`src/rtl/xor_stream_ctrl_if.sv`:
```
// Byte stream valid/ready bundle shared by the sequencer's input and output sides.
interface xor_stream_ctrl_if;
  logic       valid;
  logic       ready;
  logic [7:0] data;

  modport master (output valid, output data, input ready);
  modport slave  (input valid, input data, output ready);
endinterface

```
`src/rtl/xor_stream_ctrl.sv`:
```
// Packet sequencer feeding an xor_encrypter: one byte in flight, shift advanced per byte,
// encrypter inputs held stable from accept until the output handshake.
module xor_stream_ctrl #(
  parameter int unsigned SHIFT_STEP = 1
) (
  input  logic                      clk,
  input  logic                      rst_n,
  input  logic [7:0]                key_in,
  input  logic                      key_load,
  input  logic [2:0]                shift_base,
  input  logic [7:0]                len,
  input  logic                      start,
  input  logic                      abort,
  xor_stream_ctrl_if.slave          s,
  xor_stream_ctrl_if.master         m,
  output logic [7:0]                enc_key,
  output logic [2:0]                enc_shift,
  output logic [7:0]                enc_din,
  input  logic [7:0]                enc_dout,
  output logic                      busy,
  output logic                      done,
  output logic [7:0]                byte_cnt
);

  localparam logic [2:0] STEP = 3'(SHIFT_STEP % 8);

  typedef enum logic [2:0] {IDLE, LOAD, WAIT, OUT, FIN} state_t;

  state_t     state, state_nxt;
  logic [7:0] key_reg;
  logic [7:0] din_reg;
  logic [2:0] cur_shift;
  logic [7:0] len_reg;
  logic       last_byte;

  assign last_byte = ((byte_cnt + 8'd1) == len_reg);

  always_ff @(posedge clk or negedge rst_n) begin
    if (!rst_n) state <= IDLE;
    else        state <= state_nxt;
  end

  always_comb begin
    state_nxt = state;
    unique case (state)
      IDLE: if (start && !abort) state_nxt = (len == 8'd0) ? FIN : LOAD;
      LOAD: if (s.valid) state_nxt = WAIT;
      WAIT: state_nxt = OUT;
      OUT:  if (m.ready) state_nxt = last_byte ? FIN : LOAD;
      FIN:  state_nxt = IDLE;
      default: state_nxt = IDLE;
    endcase
    // abort overrides any pending transition, including a same-cycle handshake
    if (abort && state != IDLE) state_nxt = IDLE;
  end

  always_ff @(posedge clk or negedge rst_n) begin
    if (!rst_n) begin
      key_reg   <= '0;
      din_reg   <= '0;
      cur_shift <= '0;
      len_reg   <= '0;
      byte_cnt  <= '0;
    end else if (state == IDLE) begin
      if (key_load) key_reg <= key_in;
      if (start && !abort) begin
        len_reg  <= len;
        byte_cnt <= '0;
        if (len != 8'd0) cur_shift <= shift_base;
      end
    end else if (!abort) begin
      if (state == LOAD && s.valid) din_reg <= s.data;
      if (state == OUT && m.ready) begin
        byte_cnt  <= byte_cnt + 8'd1;
        cur_shift <= cur_shift + STEP;
      end
    end
  end

  assign s.ready   = (state == LOAD);
  assign m.valid   = (state == OUT);
  // gated so m.data reads 0 outside OUT, including during reset
  assign m.data    = (state == OUT) ? enc_dout : '0;
  assign busy      = (state != IDLE);
  assign done      = (state == FIN);
  assign enc_key   = key_reg;
  assign enc_shift = cur_shift;
  assign enc_din   = din_reg;

endmodule
```
`src/flat_wrapper.sv`:
```
// flat-port wrapper written by rule: the top's interface ports become plain ports
module xor_stream_ctrl_flat 
#(
  parameter int unsigned SHIFT_STEP = 1
)
  (clk, rst_n, key_in, key_load, shift_base, len, start, abort, enc_key, enc_shift, enc_din, enc_dout, busy, done, byte_cnt, s_valid, s_data, s_ready, m_valid, m_data, m_ready);
  xor_stream_ctrl_if s_i ();
  xor_stream_ctrl_if m_i ();
  input  logic clk;
  input  logic rst_n;
  input  logic [7:0] key_in;
  input  logic key_load;
  input  logic [2:0] shift_base;
  input  logic [7:0] len;
  input  logic start;
  input  logic abort;
  output logic [7:0] enc_key;
  output logic [2:0] enc_shift;
  output logic [7:0] enc_din;
  input  logic [7:0] enc_dout;
  output logic busy;
  output logic done;
  output logic [7:0] byte_cnt;
  input wire logic [$bits(s_i.valid)-1:0] s_valid;
  input wire logic [$bits(s_i.data)-1:0] s_data;
  output wire logic [$bits(s_i.ready)-1:0] s_ready;
  output wire logic [$bits(m_i.valid)-1:0] m_valid;
  output wire logic [$bits(m_i.data)-1:0] m_data;
  input wire logic [$bits(m_i.ready)-1:0] m_ready;
  assign s_i.valid = s_valid;
  assign s_i.data = s_data;
  assign s_ready = s_i.ready;
  assign m_valid = m_i.valid;
  assign m_data = m_i.data;
  assign m_i.ready = m_ready;
  xor_stream_ctrl #(.SHIFT_STEP(SHIFT_STEP)) u_core (.clk(clk), .rst_n(rst_n), .key_in(key_in), .key_load(key_load), .shift_base(shift_base), .len(len), .start(start), .abort(abort), .s(s_i), .m(m_i), .enc_key(enc_key), .enc_shift(enc_shift), .enc_din(enc_din), .enc_dout(enc_dout), .busy(busy), .done(done), .byte_cnt(byte_cnt));
endmodule
```
`config.mk`:
```
export PLATFORM = sky130hd
export DESIGN_NAME = xor_stream_ctrl_flat
export DESIGN_NICKNAME = d
export VERILOG_FILES = /design/src/rtl/xor_stream_ctrl_if.sv /design/src/rtl/xor_stream_ctrl.sv /design/src/flat_wrapper.sv
export SDC_FILE = /design/constraint.sdc
export NUM_CORES = 1
export LEC_CHECK = 0
export BUFFER_PORTS_ARGS = -buffer_cell sky130_fd_sc_hd__buf_2
export CAP_MARGIN = 40
export CORE_ASPECT_RATIO = 1.25
export CORE_MARGIN = 1
export CORE_UTILIZATION = 35
export DETAILED_ROUTE_END_ITERATION = 8
export HOLD_SLACK_MARGIN = 0.15
export PLACE_DENSITY = 0.66
export SYNTH_ARGS = -nofsm -noshare
export SYNTH_HDL_FRONTEND = slang
export SYNTH_SLANG_ARGS = --single-unit
```
`constraint.sdc`:
```
create_clock -name clk -period 2.6 [get_ports clk]
set_input_delay 0.26 -clock clk [delete_from_list [all_inputs] [get_ports clk]]
set_output_delay 0.26 -clock clk [all_outputs]
set_load 0.02 [all_outputs]
```
==> results.yml, run 1 <==
synth:
  ys_ff_latch: 38
  yosysSeqAreaShare_pct: 49.7
  ys_types: 41
  synth_area_sq_um: 1910
  synth_fp_nets: 210
  synth_edf_count: 0
  synth-async-reset-ratio_pct: 100
  most_common_flop_cell_mapped_by_yosys: "sky130_fd_sc_hd__dfrtp_1"
  synth.avg_cell_area_sq_um: 11.5
  cell_count_after_synthesis: 166
  ys_warn_count: 0
placed_design:
  detailedPlace.worstSlack_ns: 0.578
  placedCellCount: 307
  port_buffers: 80
  place.gp.congestion: 0.809
  dp_hpwl_mm: 3.16
cells_and_area:
  diodes: 0
  final-instance-count-excl-fill: 315
  mostFrequentLayoutCell: "sky130_fd_sc_hd__buf_2"
  mostFrequentLayoutCells: "80 x sky130_fd_sc_hd__buf_2, 38 x sky130_fd_sc_hd__dfrtp_1, 24 x sky130_fd_sc_hd__mux2_2"
  num-fill-cells: 497
  area_delta_synth_final_pct: 32.1
  multiInputGateArea_sq_um: 922
  regArea_sq_um: 951
  drive_gt1_share_pct: 48.6
  final_core_util_pct: 49.1
  design.final.nets: 297
timing:
  fin_skew_ns: 0.00685
  fmaxAchievable_mhz: 495
  final.hold.worst_slack_ns: 0.199
  timing.final.max_slew_violations: 0
  grt_setup_unrepaired: "no"
  setup_viols_final: 0
  totalNegativeSetupSlack_ns: 0
  timing.final.crit_period_ns: 2.02
  finalCritPeriodShare_pct: 77.7
  fin_ws_ns: 0.579
  timing.slew.headroom_pct: 55.9
  final_hold_viol_count: 0
  worst_slew_pin_slew_ns: 0.657
clock_tree:
  clock_sink_count: 38
  cts_repair_resize_count: 0
  cts_setup_buffers: 0
  clk_path_buf_depth: 2
  cts-htree-levels: 2
  numCtsBuffers: 5
  clock_root_buffer: "sky130_fd_sc_hd__clkbuf_8"
  worstSkewPairLatency_ns: 0.29
  cts_tree: "yes"
  path_clk_slew_ns: 0.07
die:
  fp.dieArea_sq_um: 5770
  die_height_um: 84.7
  initial_core_util_pct: 37.1
  die_width_um: 68.1
  ioPinCount: 81
  standard_cell_core_area_sq_um: 5150
  row_count: 29
critical_path:
  rrSetupSlack_ns: 0.58
  reg2reg_depth: 5
  worst_setup_path_type: "register to register"
  crit_path_start: "u_core.byte_cnt[0]$_DFFE_PN0P_"
  cp-start-kind: "register"
  timing.critical_path.fanout_max: 7
  end_kind: "register"
  timing.critical_path.arrival_ns: 2.23
  r2r_start: "u_core.byte_cnt[0]$_DFFE_PN0P_"
  rr_endpoint: "u_core.state[2]$_DFFE_PN0P_"
  worst_ep_required_time_ns: 2.81
  endpoint: "u_core.state[2]$_DFFE_PN0P_"
worst_hold_path:
  timing.hold.worst_path_depth: 2
  worst_hold_path_type: "input port to register"
drt:
  routed_wire_per_std_cell_um: 12.7
  firstDrtPassIters: 4
  drt.antenna.violating_nets: 0
  viasPerCell: 4.89
  wirelength_mm: 3.99
  drt_iter0_markers: 42
  routed-via-count: 1540
  drc: 0
global_routing:
  grt_usage_pct: 16.2
  grt_max_degree: 28
  global_route_wire_length_before_repair_mm: 7.07
  grt_overflow_total: 0
  vias_in_the_first_global_route: 1561
  initial_antenna_violation_count: 0
pwr:
  power_per_cell_area_nw_per_um2: 709
  max-vdd-ir-drop_mv: 0.452
  leakagePower_uw: 0.00125
  power.combinational.fraction_pct: 28.0
  p_sw_uw: 535
  cellInternalPower_uw: 1260
  power.share.clock_pct: 28.3
  pwr-share-seq_pct: 43.7
  power.switching_fraction_pct: 29.9
run_status:
  run_status: "completed"
job:
  cap_violations: 0
## power groups by stage
stage | Sequential, uW | Clock (uW) | Combinational, uW
6_report | 782 | 507 | 501
5_1_grt | 803 | 544 | 550
4_1_cts | 785 | 527 | 511
3_5_place_dp | 797 | 0 | 509
3_3_place_gp | 790 | 0 | 498
2_1_floorplan | 896 | 0 | 224
## through the flow
step | total power [uW] | area (sq um)
floorplan | 1120 | 1910
global placement | 1290 | 2380
detailed placement | 1310 | 2400
CTS | 1820 | 2530
global route | 1900 | 2530
finish | 1790 | 2530
## final cells by class
| cell class | instances | area share, % |
|---|---|---|
| Clock inverter | 1 | 1.19 |
| Inverter | 3 | 0.446 |
| Tap cell | 62 | 3.07 |
| Multi-Input combinational cell | 120 | 36.5 |
| Timing Repair Buffer | 85 | 17.9 |
| Sequential cell | 38 | 37.6 |
| Clock buffer | 6 | 3.27 |
## timing repair
item | in CTS | in global routing
hold endpoints to repair | 11 | 0
hold buffers | 1 | 0
setup endpoints to repair | 0 | 0
## cells by family (layout without fill, tap and decap cells)
family / after synthesis / in the layout / synth area share, %
flops: 38 / 38 / 49.7
xor+xnor: 12 / 12 / 6.41
simple gates: 56 / 56 / 17.5
mux: 25 / 25 / 14.7
fa+ha+maj: 2 / 2 / 1.31
buf+inv: 8 / 95 / 2.09
compound gates: 25 / 25 / 8.37
## metal layers
layer / up-vias / GRT usage (%) / share of wire, %
met5: - / 0 / 0
met4: 0 / 6.06 / 2.0
met3: 8 / 3.80 / 5.9
met2: 53 / 27.7 / 51
met1: 721 / 19.0 / 41
li1: 758 / - / -
## worst min path at each step
| stage | startpoint | to |
|---|---|---|
| 2_1_floorplan | rst_n | u_core.byte_cnt[0]$_DFFE_PN0P_ |
| 3_3_place_gp | rst_n | u_core.len_reg[2]$_DFFE_PN0P_ |
| 3_5_place_dp | rst_n | u_core.len_reg[2]$_DFFE_PN0P_ |
| 4_1_cts | s_data[3] | u_core.enc_din[3]$_DFFE_PN0P_ |
| 5_1_grt | s_data[4] | u_core.enc_din[4]$_DFFE_PN0P_ |
| 6_report | s_data[3] | u_core.enc_din[3]$_DFFE_PN0P_ |
## worst max-delay path, stage by stage, from the launching register on
cell	delay (ns)
sky130_fd_sc_hd__dfrtp_1	0.46
sky130_fd_sc_hd__ha_1	0.36
sky130_fd_sc_hd__xor2_1	0.14
sky130_fd_sc_hd__or3_1	0.39
sky130_fd_sc_hd__or4_1	0.50
sky130_fd_sc_hd__o22ai_2	0.10
## cells in the mapped netlist (3+ instances only)
| master | n | share of area [%] |
|---|---|---|
| sky130_fd_sc_hd__mux2_2 | 24 | 14 |
| sky130_fd_sc_hd__xor2_1 | 4 | 1.8 |
| sky130_fd_sc_hd__o31ai_1 | 4 | 1.6 |
| sky130_fd_sc_hd__xnor2_1 | 7 | 3.2 |
| sky130_fd_sc_hd__nor2b_1 | 4 | 1.3 |
| sky130_fd_sc_hd__nand2_1 | 9 | 1.8 |
| sky130_fd_sc_hd__nor2_1 | 8 | 1.6 |
| sky130_fd_sc_hd__dfrtp_1 | 38 | 50 |
| sky130_fd_sc_hd__nand3_1 | 4 | 1.0 |
| sky130_fd_sc_hd__inv_1 | 3 | 0.59 |
| sky130_fd_sc_hd__o21ai_0 | 13 | 3.4 |
| sky130_fd_sc_hd__and2_1 | 12 | 3.9 |
No activity file was read; power rests on OpenSTA's default activity.
==> run 2, diff against run 1 <==
ABC_AREA = 1   (was default)
PLACE_DENSITY = 0.65   (was 0.66)
clock period = 2.11 ns   (was 2.6 ns; I/O delays follow)
==> run 2 against run 1 <==
Non-clock buffer count increased by 11. Combinational power increased to 2.7 times the previous value. Hold slack got worse by 0.040 ns. Sequential power increased by 52%. Via count increased by 25%. Final area increased by 11%. Wire length increased by 20%. Worst setup slack got worse by 0.16 ns. Power increased by 86%. Sequential cell count unchanged. Maximum frequency increased by 20%. Largest cell class unchanged.
==> results.yml, run 2 <==
run_status:
  run_status: "completed"
drt:
  routed-via-count: 1918
  viasPerCell: 4.72
  wirelength_mm: 4.77
  firstDrtPassIters: 4
  drc: 0
  drt_iter0_markers: 63
  drt.antenna.violating_nets: 0
  routed_wire_per_std_cell_um: 11.8
synth:
  ys_ff_latch: 38
  synth.avg_cell_area_sq_um: 8.48
  ys_types: 35
  dominant_cell_by_count_in_the_synthesized_netlist: "sky130_fd_sc_hd__nand2_1"
  synth_fp_nets: 284
  synth_edf_count: 0
  yosysSeqAreaShare_pct: 46.7
  most_common_flop_cell_mapped_by_yosys: "sky130_fd_sc_hd__dfrtp_1"
  synth_top_area_share_pct: 46.7
  synthTopCellsByCount: "51 x sky130_fd_sc_hd__nand2_1, 38 x sky130_fd_sc_hd__dfrtp_1, 35 x sky130_fd_sc_hd__inv_1, 25 x sky130_fd_sc_hd__nor2_1, 21 x sky130_fd_sc_hd__nand3_1"
  largest_cells_by_area_after_synthesis: "sky130_fd_sc_hd__dfrtp_1 47%, sky130_fd_sc_hd__nand2_1 9.4%, sky130_fd_sc_hd__mux2_2 8.9%"
  synth-async-reset-ratio_pct: 100
  cell_count_after_synthesis: 240
  area_leader_netlist: "sky130_fd_sc_hd__dfrtp_1"
  ys_warn_count: 0
  synth_area_sq_um: 2030
cells_and_area:
  final_core_util_pct: 51.0
  mostFrequentLayoutCells: "80 x sky130_fd_sc_hd__buf_2, 51 x sky130_fd_sc_hd__nand2_1, 38 x sky130_fd_sc_hd__dfrtp_1"
  final-instance-count-excl-fill: 406
  design.final.nets: 385
  mostFrequentLayoutCell: "sky130_fd_sc_hd__buf_2"
  num-fill-cells: 527
  drive_gt1_share_pct: 36.0
  diodes: 0
  regArea_sq_um: 951
  multiInputGateArea_sq_um: 923
  area_delta_synth_final_pct: 38.3
timing:
  timing.final.max_slew_violations: 0
  finalCritPeriodShare_pct: 80.1
  timing.slew.headroom_pct: 78.2
  fin_skew_ns: 0.00895
  worst_slew_pin_slew_ns: 0.327
  fmaxAchievable_mhz: 592
  grt_setup_unrepaired: "no"
  timing.final.crit_period_ns: 1.69
  setup_viols_final: 0
  final_hold_viol_count: 0
  totalNegativeSetupSlack_ns: 0
critical_path:
  critPathMaxStageDelay_ns: 0.48
  critical_path.cell_chain: "ha_1 -> nand2_1 -> nor2_2 -> nand3_1 -> nand3_1 -> nand2_1 -> nor2_1 -> nand3_1 -> nor2_1 -> nor2_1 -> nor2_1"
  crit_cells: 11
  timing.critical_path.fanout_max: 7
  cp-start-kind: "register"
  worst_setup_path_type: "register to register"
  crit_top_cell: "sky130_fd_sc_hd__nor2_1"
  timing.critical_path.arrival_ns: 1.91
  worst_path_bufs_invs: 0
  reg2reg_depth: 11
  end_kind: "register"
  rrSetupSlack_ns: 0.42
  worst_path_dominant_cell_family: "simple AND/OR/NAND/NOR gates"
  worst_ep_required_time_ns: 2.33
  critical_path_cell_with_the_highest_stage_delay: "sky130_fd_sc_hd__dfrtp_1"
global_routing:
  grt_usage_pct: 16.6
  vias_in_the_first_global_route: 1905
  initial_antenna_violation_count: 0
  global_route_wire_length_before_repair_mm: 8.00
  grt_overflow_total: 0
  grt_max_degree: 28
placed_design:
  port_buffers: 80
  placedCellCount: 384
  place.gp.congestion: 0.773
  dp_hpwl_mm: 3.65
clock_tree:
  cts_repair_resize_count: 0
  numCtsBuffers: 5
  path_clk_slew_ns: 0.08
  clock_sink_count: 38
  clk_path_buf_depth: 2
  worstSkewPairLatency_ns: 0.29
  cts-htree-levels: 2
  cts_tree: "yes"
  clock_root_buffer: "sky130_fd_sc_hd__clkbuf_8"
pwr:
  power.share.clock_pct: 22.9
  leakagePower_uw: 0.00149
  p_sw_uw: 1250
  power.combinational.fraction_pct: 41.2
  power_per_cell_area_nw_per_um2: 1180
  cellInternalPower_uw: 2080
  power.switching_fraction_pct: 37.5
  max-vdd-ir-drop_mv: 0.690
  pwr-share-seq_pct: 35.9
die:
  die_height_um: 87.2
  die_width_um: 70.2
  row_count: 30
  initial_core_util_pct: 36.9
  ioPinCount: 81
  standard_cell_core_area_sq_um: 5520
  fp.dieArea_sq_um: 6120
job:
  cap_violations: 0
worst_hold_path:
  timing.hold.worst_path_depth: 2
  worst_hold_path_type: "input port to register"
==> run 2: cell types whose count changed after synthesis, moves of 4 or more <==
cell and delta:
sky130_fd_sc_hd__and2_1 -11, sky130_fd_sc_hd__inv_1 +32, sky130_fd_sc_hd__mux2_2 -8, sky130_fd_sc_hd__nand2_1 +42, sky130_fd_sc_hd__nand3_1 +17, sky130_fd_sc_hd__nor2_1 +17, sky130_fd_sc_hd__nor2b_1 -4, sky130_fd_sc_hd__o21ai_0 -6
sky130_fd_sc_hd__o21ai_1 +4, sky130_fd_sc_hd__o31ai_1 -4, sky130_fd_sc_hd__xnor2_1 -6
==> run 2: per-layer routing <==
metal / global-route usage (%) / part of all wire, % / up-vias
met3: 4.75 / 6.3 / 6
met4: 6.91 / 1.8 / 0
met1: 18.8 / 42 / 881
met5: 0 / 0 / -
met2: 29.3 / 50 / 59
li1: - / - / 972
==> run 2: repair_timing <==
item,CTS,global route
buffers inserted,0,0
endpoints found under the hold margin,51,0
hold buffers,14,0
==> run 2: final timing paths <==
path	start	to
worst min-delay path	s_data[2]	u_core.enc_din[2]$_DFFE_PN0P_
worst max-delay path	u_core.byte_cnt[0]$_DFFE_PN0P_	u_core.state[2]$_DFFE_PN0P_
min in group asynchronous	rst_n	u_core.byte_cnt[4]$_DFFE_PN0P_
worst max register to register	u_core.byte_cnt[0]$_DFFE_PN0P_	u_core.state[2]$_DFFE_PN0P_
max in group asynchronous	rst_n	u_core.enc_din[3]$_DFFE_PN0P_
worst min register to register	u_core.enc_din[2]$_DFFE_PN0P_	u_core.enc_din[2]$_DFFE_PN0P_
==> run 2: kinds of logic (layout without fill, tap and decap cells) <==
kind of cell	after synthesis	after routing	share of synthesized area, %
xor gates and xnor gates	3	3	1.29
AOI/OAI and AO/OA	22	22	6.40
and+or+nand+nor	118	118	27.6
adders and majority gates	2	2	1.23
muxes	16	16	8.86
DFF	38	38	46.7
buffers and inverters	41	143	7.87
==> run 2: stage by stage <==
stage          worst slack, ns  hold WS [ns]  total power (uW)  instance area [sq um]
2_1_floorplan            0.418       -0.0846              2140                   2030
3_3_place_gp             0.464         0.382              2530                   2510
3_5_place_dp             0.421         0.123              2570                   2530
4_1_cts                  0.409         0.152              3370                   2810
5_1_grt                  0.155         0.155              3550                   2810
6_report                 0.420         0.159              3330                   2810
==> run 2: area by class of cell <==
cell class	count	area share, %
Sequential cell	38	33.8
Multi-Input combinational cell	161	32.8
Timing Repair Buffer	96	20.2
Inverter	39	5.29
Clock buffer	6	2.93
Tap cell	64	2.85
Clock inverter	2	2.13
==> run 2: power by group through the flow <==
| stage | Clock (uW) | Sequential, uW | Combinational (uW) |
|---|---|---|---|
| 3_3_place_gp | 0 | 1200 | 1330 |
| 3_5_place_dp | 0 | 1210 | 1360 |
| 6_report | 763 | 1190 | 1370 |
| 4_1_cts | 785 | 1190 | 1390 |
| 5_1_grt | 807 | 1240 | 1500 |
| 2_1_floorplan | 0 | 1430 | 709 |
